===== config.mk =====
export PLATFORM = sky130hd
export DESIGN_NAME = ifetch_queue_flat
export DESIGN_NICKNAME = d
export VERILOG_FILES = /design/src/rtl/ifetch_queue_if.sv /design/src/rtl/ifetch_queue.sv /design/src/flat_wrapper.sv
export SDC_FILE = /design/constraint.sdc
export NUM_CORES = 1
export LEC_CHECK = 0
export ABC_AREA = 1
export BUFFER_PORTS_ARGS = -buffer_cell sky130_fd_sc_hd__buf_2
export CORE_ASPECT_RATIO = 1.4
export CORE_MARGIN = 8
export CORE_UTILIZATION = 40
export CTS_BUF_LIST = sky130_fd_sc_hd__clkbuf_8
export DETAILED_ROUTE_END_ITERATION = 10
export SYNTH_ARGS = -nofsm -noshare
export SYNTH_HDL_FRONTEND = slang
export SYNTH_SLANG_ARGS = --single-unit

===== constraint.sdc =====
create_clock -name clk -period 3.7 [get_ports clk]
set_input_delay 0.185 -clock clk [delete_from_list [all_inputs] [get_ports clk]]
set_output_delay 0.185 -clock clk [all_outputs]
set_load 0.03 [all_outputs]

===== src/rtl/ifetch_queue_if.sv =====
`default_nettype none
// ============================================================================
// Module   : ifetch_queue_if
// Purpose  : Bundles the fetch-queue handshakes: request issue (IF side),
//            in-order instruction response, and head presentation to ID.
// Modports : master - environment side (drives requests/responses/out_ready)
//            slave  - queue side (drives req_ready and the out_* signals)
// Signals  : flush, req_valid/req_ready/req_pc/req_exc,
//            resp_valid/resp_inst/resp_err,
//            out_valid/out_ready/out_pc/out_inst/out_exc, count
// Revision : 1.0 - initial release
// ============================================================================
interface ifetch_queue_if #(
  parameter int DEPTH  = 4,
  parameter int ADDR_W = 32,
  parameter int DATA_W = 32
);
  localparam int CNT_W = $clog2(DEPTH) + 1;

  logic              flush;
  logic              req_valid;
  logic              req_ready;
  logic [ADDR_W-1:0] req_pc;
  logic              req_exc;
  logic              resp_valid;
  logic [DATA_W-1:0] resp_inst;
  logic              resp_err;
  logic              out_valid;
  logic              out_ready;
  logic [ADDR_W-1:0] out_pc;
  logic [DATA_W-1:0] out_inst;
  logic              out_exc;
  logic [CNT_W-1:0]  count;

  modport master (
    output flush, req_valid, req_pc, req_exc,
    output resp_valid, resp_inst, resp_err, out_ready,
    input  req_ready, out_valid, out_pc, out_inst, out_exc, count
  );

  modport slave (
    input  flush, req_valid, req_pc, req_exc,
    input  resp_valid, resp_inst, resp_err, out_ready,
    output req_ready, out_valid, out_pc, out_inst, out_exc, count
  );
endinterface
`default_nettype wire


===== src/rtl/ifetch_queue.sv =====
`default_nettype none
// ============================================================================
// Module   : ifetch_queue
// Purpose  : In-order instruction fetch queue between IF and ID. Each issued
//            request reserves a slot; in-order responses fill slots; filled
//            head entries are handed to ID. A flush abandons all reserved
//            slots and drops the responses still owed for them.
// Ports    : clk  - clock (rising edge)
//            rst  - synchronous active-high reset
//            bus  - ifetch_queue_if.slave (request, response, output, count)
// Revision : 1.0 - initial release
// ============================================================================
module ifetch_queue #(
  parameter int DEPTH   = 4,
  parameter int ADDR_W  = 32,
  parameter int DATA_W  = 32,
  parameter int MAX_OUT = 4
) (
  input  wire logic      clk,
  input  wire logic      rst,
  ifetch_queue_if.slave  bus
);

  localparam int IW = $clog2(DEPTH);
  localparam int PW = IW + 1;                         // pointer with wrap bit
  localparam int DW = $clog2(MAX_OUT) + 1;            // discard counter
  localparam int OW = ((PW > DW) ? PW : DW) + 1;      // outstanding sum

  // Pointers: head <= fill <= tail (modulo wrap)
  logic [PW-1:0]     r_head;
  logic [PW-1:0]     r_fill;
  logic [PW-1:0]     r_tail;
  logic [DW-1:0]     r_disc_cnt;
  logic              r_spurious;

  // Entry storage
  logic [ADDR_W-1:0] r_pc   [DEPTH];
  logic [DATA_W-1:0] r_inst [DEPTH];
  logic [DEPTH-1:0]  r_exc;
  logic [DEPTH-1:0]  r_filled;

  logic [PW-1:0]     w_reserved;
  logic [PW-1:0]     w_inflight;
  logic [OW-1:0]     w_outstanding;
  logic [OW-1:0]     w_disc_flush;
  logic [IW-1:0]     w_head_idx;
  logic [IW-1:0]     w_fill_idx;
  logic [IW-1:0]     w_tail_idx;
  logic              w_req_ready;
  logic              w_req_fire;
  logic              w_resp_drop;
  logic              w_resp_take;
  logic              w_resp_spur;
  logic              w_out_valid;
  logic              w_deq_fire;

  assign w_reserved    = r_tail - r_head;
  assign w_inflight    = r_tail - r_fill;
  assign w_outstanding = OW'(w_inflight) + OW'(r_disc_cnt);

  assign w_head_idx = r_head[IW-1:0];
  assign w_fill_idx = r_fill[IW-1:0];
  assign w_tail_idx = r_tail[IW-1:0];

  // Issue gating uses registered state only, so a dequeue in the same cycle
  // never frees a slot for an immediate request.
  assign w_req_ready = !rst && !bus.flush
                       && (w_reserved < PW'(DEPTH))
                       && (w_outstanding < OW'(MAX_OUT));
  assign w_req_fire  = bus.req_valid && w_req_ready;

  // Responses are consumed first by pending discards, then by in-flight slots.
  assign w_resp_drop = bus.resp_valid && (r_disc_cnt != '0);
  assign w_resp_take = bus.resp_valid && (r_disc_cnt == '0) && (w_inflight != '0);
  assign w_resp_spur = bus.resp_valid && (r_disc_cnt == '0) && (w_inflight == '0);

  // On flush, everything still owed after this cycle must be discarded:
  // old discards + in-flight, minus a response consumed this very cycle.
  assign w_disc_flush = (w_resp_drop || w_resp_take) ? (w_outstanding - OW'(1))
                                                      : w_outstanding;

  assign w_out_valid = !rst && !bus.flush && (r_head != r_fill);
  assign w_deq_fire  = w_out_valid && bus.out_ready;

  // Control state
  always_ff @(posedge clk) begin
    if (rst) begin
      r_head     <= '0;
      r_fill     <= '0;
      r_tail     <= '0;
      r_disc_cnt <= '0;
      r_filled   <= '0;
      r_spurious <= 1'b0;
    end else begin
      if (w_resp_spur) begin
        r_spurious <= 1'b1;
      end
      if (bus.flush) begin
        r_head     <= r_tail;
        r_fill     <= r_tail;
        r_disc_cnt <= DW'(w_disc_flush);
      end else begin
        if (w_req_fire) begin
          r_filled[w_tail_idx] <= 1'b0;
          r_tail               <= r_tail + PW'(1);
        end
        if (w_resp_drop) begin
          r_disc_cnt <= r_disc_cnt - DW'(1);
        end
        if (w_resp_take) begin
          r_filled[w_fill_idx] <= 1'b1;
          r_fill               <= r_fill + PW'(1);
        end
        if (w_deq_fire) begin
          r_head <= r_head + PW'(1);
        end
      end
    end
  end

  // Entry payload; contents are only meaningful once the slot is filled.
  // Request and response never target the same slot in one cycle because a
  // response needs fill != tail and a request needs a free slot at tail.
  always_ff @(posedge clk) begin
    if (!rst && !bus.flush) begin
      if (w_req_fire) begin
        r_pc[w_tail_idx]  <= bus.req_pc;
        r_exc[w_tail_idx] <= bus.req_exc;
      end
      if (w_resp_take) begin
        r_inst[w_fill_idx] <= bus.resp_inst;
        r_exc[w_fill_idx]  <= r_exc[w_fill_idx] | bus.resp_err;
      end
    end
  end

  assign bus.req_ready = w_req_ready;
  assign bus.out_valid = w_out_valid;
  assign bus.out_pc    = r_pc[w_head_idx];
  assign bus.out_inst  = r_inst[w_head_idx];
  assign bus.out_exc   = r_exc[w_head_idx];
  assign bus.count     = rst ? '0 : w_reserved;

  // Internal consistency checks
  a_no_spurious_resp: assert property (@(posedge clk) disable iff (rst)
    !r_spurious);
  a_head_filled: assert property (@(posedge clk) disable iff (rst)
    (r_head != r_fill) |-> r_filled[w_head_idx]);
  a_reserved_bound: assert property (@(posedge clk) disable iff (rst)
    w_reserved <= PW'(DEPTH));

endmodule
`default_nettype wire


===== src/flat_wrapper.sv =====
// flat-port wrapper written by rule: the top's interface ports become plain ports
module ifetch_queue_flat 
#(
  parameter int DEPTH   = 4,
  parameter int ADDR_W  = 32,
  parameter int DATA_W  = 32,
  parameter int MAX_OUT = 4
)
  (clk, rst, bus_flush, bus_req_valid, bus_req_pc, bus_req_exc, bus_resp_valid, bus_resp_inst, bus_resp_err, bus_out_ready, bus_req_ready, bus_out_valid, bus_out_pc, bus_out_inst, bus_out_exc, bus_count);
  ifetch_queue_if #(.DEPTH(DEPTH), .ADDR_W(ADDR_W), .DATA_W(DATA_W)) bus_i ();
  input  wire logic clk;
  input  wire logic rst;
  input wire logic [$bits(bus_i.flush)-1:0] bus_flush;
  input wire logic [$bits(bus_i.req_valid)-1:0] bus_req_valid;
  input wire logic [$bits(bus_i.req_pc)-1:0] bus_req_pc;
  input wire logic [$bits(bus_i.req_exc)-1:0] bus_req_exc;
  input wire logic [$bits(bus_i.resp_valid)-1:0] bus_resp_valid;
  input wire logic [$bits(bus_i.resp_inst)-1:0] bus_resp_inst;
  input wire logic [$bits(bus_i.resp_err)-1:0] bus_resp_err;
  input wire logic [$bits(bus_i.out_ready)-1:0] bus_out_ready;
  output wire logic [$bits(bus_i.req_ready)-1:0] bus_req_ready;
  output wire logic [$bits(bus_i.out_valid)-1:0] bus_out_valid;
  output wire logic [$bits(bus_i.out_pc)-1:0] bus_out_pc;
  output wire logic [$bits(bus_i.out_inst)-1:0] bus_out_inst;
  output wire logic [$bits(bus_i.out_exc)-1:0] bus_out_exc;
  output wire logic [$bits(bus_i.count)-1:0] bus_count;
  assign bus_i.flush = bus_flush;
  assign bus_i.req_valid = bus_req_valid;
  assign bus_i.req_pc = bus_req_pc;
  assign bus_i.req_exc = bus_req_exc;
  assign bus_i.resp_valid = bus_resp_valid;
  assign bus_i.resp_inst = bus_resp_inst;
  assign bus_i.resp_err = bus_resp_err;
  assign bus_i.out_ready = bus_out_ready;
  assign bus_req_ready = bus_i.req_ready;
  assign bus_out_valid = bus_i.out_valid;
  assign bus_out_pc = bus_i.out_pc;
  assign bus_out_inst = bus_i.out_inst;
  assign bus_out_exc = bus_i.out_exc;
  assign bus_count = bus_i.count;
  ifetch_queue #(.DEPTH(DEPTH), .ADDR_W(ADDR_W), .DATA_W(DATA_W), .MAX_OUT(MAX_OUT)) u_core (.clk(clk), .rst(rst), .bus(bus_i));
endmodule

==> insert_results.sql <==
INSERT INTO impl_metrics (metric_group, metric, value, unit) VALUES
('cts', 'post_cts_setup_inserts', '0', ''),
('global_route', 'grt_start_max_net_pins', '83', ''),
('cts', 'h-tree-depth', '2', ''),
('final_layout', 'area_growth', '24.7', '%'),
('logic_synthesis', 'most_instantiated_library_cell_after_synthesis', 'edfxtp_1', ''),
('global_route', 'grt_antenna_before_repair', '0', ''),
('worst_setup_path', 'cp_top_family', 'adder cells', ''),
('timing', 'max_slew_margin', '41.7', '%'),
('logic_synthesis', 'syn-instance-count', '843', ''),
('logic_synthesis', 'syn_avg_cell_area', '13.0', 'um^2'),
('outcome', 'outcome', 'completed', ''),
('logic_synthesis', 'ys_seq_area_share', '73.6', '%'),
('floorplan', 'row_count', '72', ''),
('min_path', 'worstHoldPathType', 'primary input to flip-flop', ''),
('global_route', 'gr-usage-all-layers', '15.6', '%'),
('cts', 'cts-hold-fix-buffers', '66', ''),
('route', 'drt_first_pass_iters', '6', ''),
('logic_synthesis', 'synth_common_cells', 'edfxtp_1, nor2_1, o21ai_0, o22ai_1, nand2_1', ''),
('timing', 'finalHoldWorstSlack', '0.0248', 'ns'),
('worst_setup_path', 'critPathLaunchType', 'flip-flop', ''),
('worst_setup_path', 'critical_path_required', '3.51', 'ns'),
('timing', 'post-route-period-util', '90.7', '%'),
('cts', 'worst_skew_pair.late_latency', '0.55', 'ns'),
('worst_setup_path', 'critical_path.max_fanout', '10', ''),
('floorplan', 'floorplan.die_area', '33100', 'um^2'),
('logic_synthesis', 'post_synth_xor_area_fraction', '0.627', '%'),
('placement', 'port_buffers', '141', ''),
('flow_run', 'maxCapViolCount', '0', ''),
('cts', 'clkSinkCount', '274', ''),
('placement', 'hpwlAfterDp', '15.7', 'mm'),
('timing', 'postLayoutSetupSlackWorst', '0.346', 'ns'),
('route', 'routed_wirelength', '25.9', 'mm'),
('timing', 'unrepaired_setup_endpoints_after_global_routing', 'false', ''),
('logic_synthesis', 'ys.flop_type', 'edfxtp_1', ''),
('timing', 'timing.clock.skew', '0.0309', 'ns'),
('cts', 'clock-root-buffer', 'clkbuf_8', ''),
('logic_synthesis', 'synth-compound-area-share', '11.1', '%'),
('global_route', 'vias_in_the_first_global_route', '7658', ''),
('pwr', 'cellPowerDensity', '504', 'nW/um^2'),
('logic_synthesis', 'number_of_flops_mapped_to_enable_cells_by_yosys', '260', ''),
('cts', 'tritoncts', 'yes', ''),
('logic_synthesis', 'synthSimpleGateAreaFrac', '8.73', '%'),
('cts', 'clkTransAtPathRegs', '0.07', 'ns'),
('logic_synthesis', 'synth.mux.area_fraction', '0', '%'),
('floorplan', 'core_area', '27300', 'um^2'),
('floorplan', 'die-height', '212', 'um'),
('timing', 'worst_pin_slew', '0.873', 'ns'),
('logic_synthesis', 'synthDominantCellAreaShare', '71.1', '%'),
('pwr', 'p_leak', '0.00504', 'uW'),
('timing', 'final.setup.tns', '0', 'ns'),
('route', 'drtIter0Drc', '353', ''),
('route', 'antenna_left', '0', ''),
('worst_setup_path', 'cp.arrival', '3.17', 'ns'),
('cts', 'clockBufferDepth', '3', ''),
('logic_synthesis', 'ys_async_sr_fraction', '0', '%'),
('pwr', 'peakVddDrop', '0.000404', 'V'),
('logic_synthesis', 'synth_seq_cells', '274', ''),
('cts', 'post_cts_resize_count', '0', ''),
('timing', 'hold_violations_final', '0', ''),
('logic_synthesis', 'synth.distinct_cells', '32', ''),
('timing', 'report.final.setup_viol', '0', ''),
('logic_synthesis', 'postSynthNetCount', '935', ''),
('cts', 'cts-buffers-inserted', '42', ''),
('worst_setup_path', 'master_of_the_slowest_instance_on_the_critical_path', 'fa_1', ''),
('worst_setup_path', 'worst-path-buf-inv', '3', ''),
('logic_synthesis', 'synth_top_family_by_area', 'compound AO/OA/AOI/OAI gates', ''),
('logic_synthesis', 'synth.top_cells.by_area', 'edfxtp_1, o21ai_0, nor2_1', ''),
('placement', 'gpl.final_weighted_congestion', '0.860', ''),
('logic_synthesis', 'synthesis.area', '11000', 'um^2'),
('worst_setup_path', 'worst-setup-path-type', 'flip-flop to output port', ''),
('route', 'vias', '7238', '');
## final cells by class
class,instances,area (um^2)
Clock inverter,35,255
Clock buffer,43,592
Multi-Input combinational cell,477,2540
Timing Repair Buffer,222,1570
Inverter,47,185
Fill cell,2429,13600
Sequential cell,274,8090
Tap cell,370,463
## registers in the layout, indices dropped and copies added (netlist names), named ones only
name	count
u_core.r_pc	128
u_core.r_head	3
u_core.r_tail	3
u_core.r_disc_cnt	3
u_core.r_exc	4
u_core.r_inst	128
u_core.r_fill	3
## per-stage QoR
step | area (um^2) | util, % | instances
after detailed placement | 12200 | 44.7 | 1324
after global routing | 13700 | 50.2 | 1468
after CTS | 13700 | 50.2 | 1468
after floorplan | 11000 | - | 843
after global placement | 12200 | 44.7 | 1324
final | 13700 | 50.2 | 1468
## kinds of logic (layout without fill, tap and decap cells)
logic type	Yosys count	after routing
flip-flops	274	274
AO/OA/AOI/OAI	226	226
AND/OR/NAND/NOR	224	224
buffers and inverters	92	347
adder cells (fa/ha/maj)	20	20
XOR/XNOR	7	7
## power by group
part	leakage [uW]	internal (uW)	switching, uW	total, uW
Sequential	0.00246	3450	25.4	3470
Clock	0.000479	1370	1150	2530
Combinational	0.00211	297	600	897
## routing by layer
| metal | global-route usage, % | routed length, um |
|---|---|---|
| met1 | 16.6 | 9830 |
| met3 | 3.09 | 1300 |
| met5 | 0 | 0 |
| met2 | 29.2 | 14000 |
| met4 | 6.78 | 800 |
## path summary, 6_finish.rpt
kind              slack, ns                           endpoint  depth (start not counted)                          start
setup / recovery       0.35                      bus_req_ready                          9  u_core.r_fill[0]$_SDFFE_PP0P_
hold / removal         0.02  u_core.r_disc_cnt[2]$_SDFFE_PP0P_                          3                      bus_flush
setup reg to reg       0.51       u_core.r_pc[0][26]$_DFFE_PP_                         11  u_core.r_fill[0]$_SDFFE_PP0P_
hold reg to reg        0.56      u_core.r_fill[2]$_SDFFE_PP0P_                          3  u_core.r_fill[2]$_SDFFE_PP0P_
## tightest hold or removal path, delay by kind of cell
kind / cells / cell delay [ns]
buf+inv: 1 / 0.19
simple gates: 1 / 0.10
compound gates: 1 / 0.05
## cells in the final DEF, fill, tap and decap left out, drive strengths merged, types with 5 or more instances in the layout
master	n
buf	156
o22ai	64
clkinv	16
o21ai	143
ha	17
clkbuf	43
a21oi	17
nor2	146
edfxtp	260
xnor2	5
dfxtp	14
inv	60
nand2	50
dlygate4sd3	66
nand3	23
(Power assumes the default switching activity.)
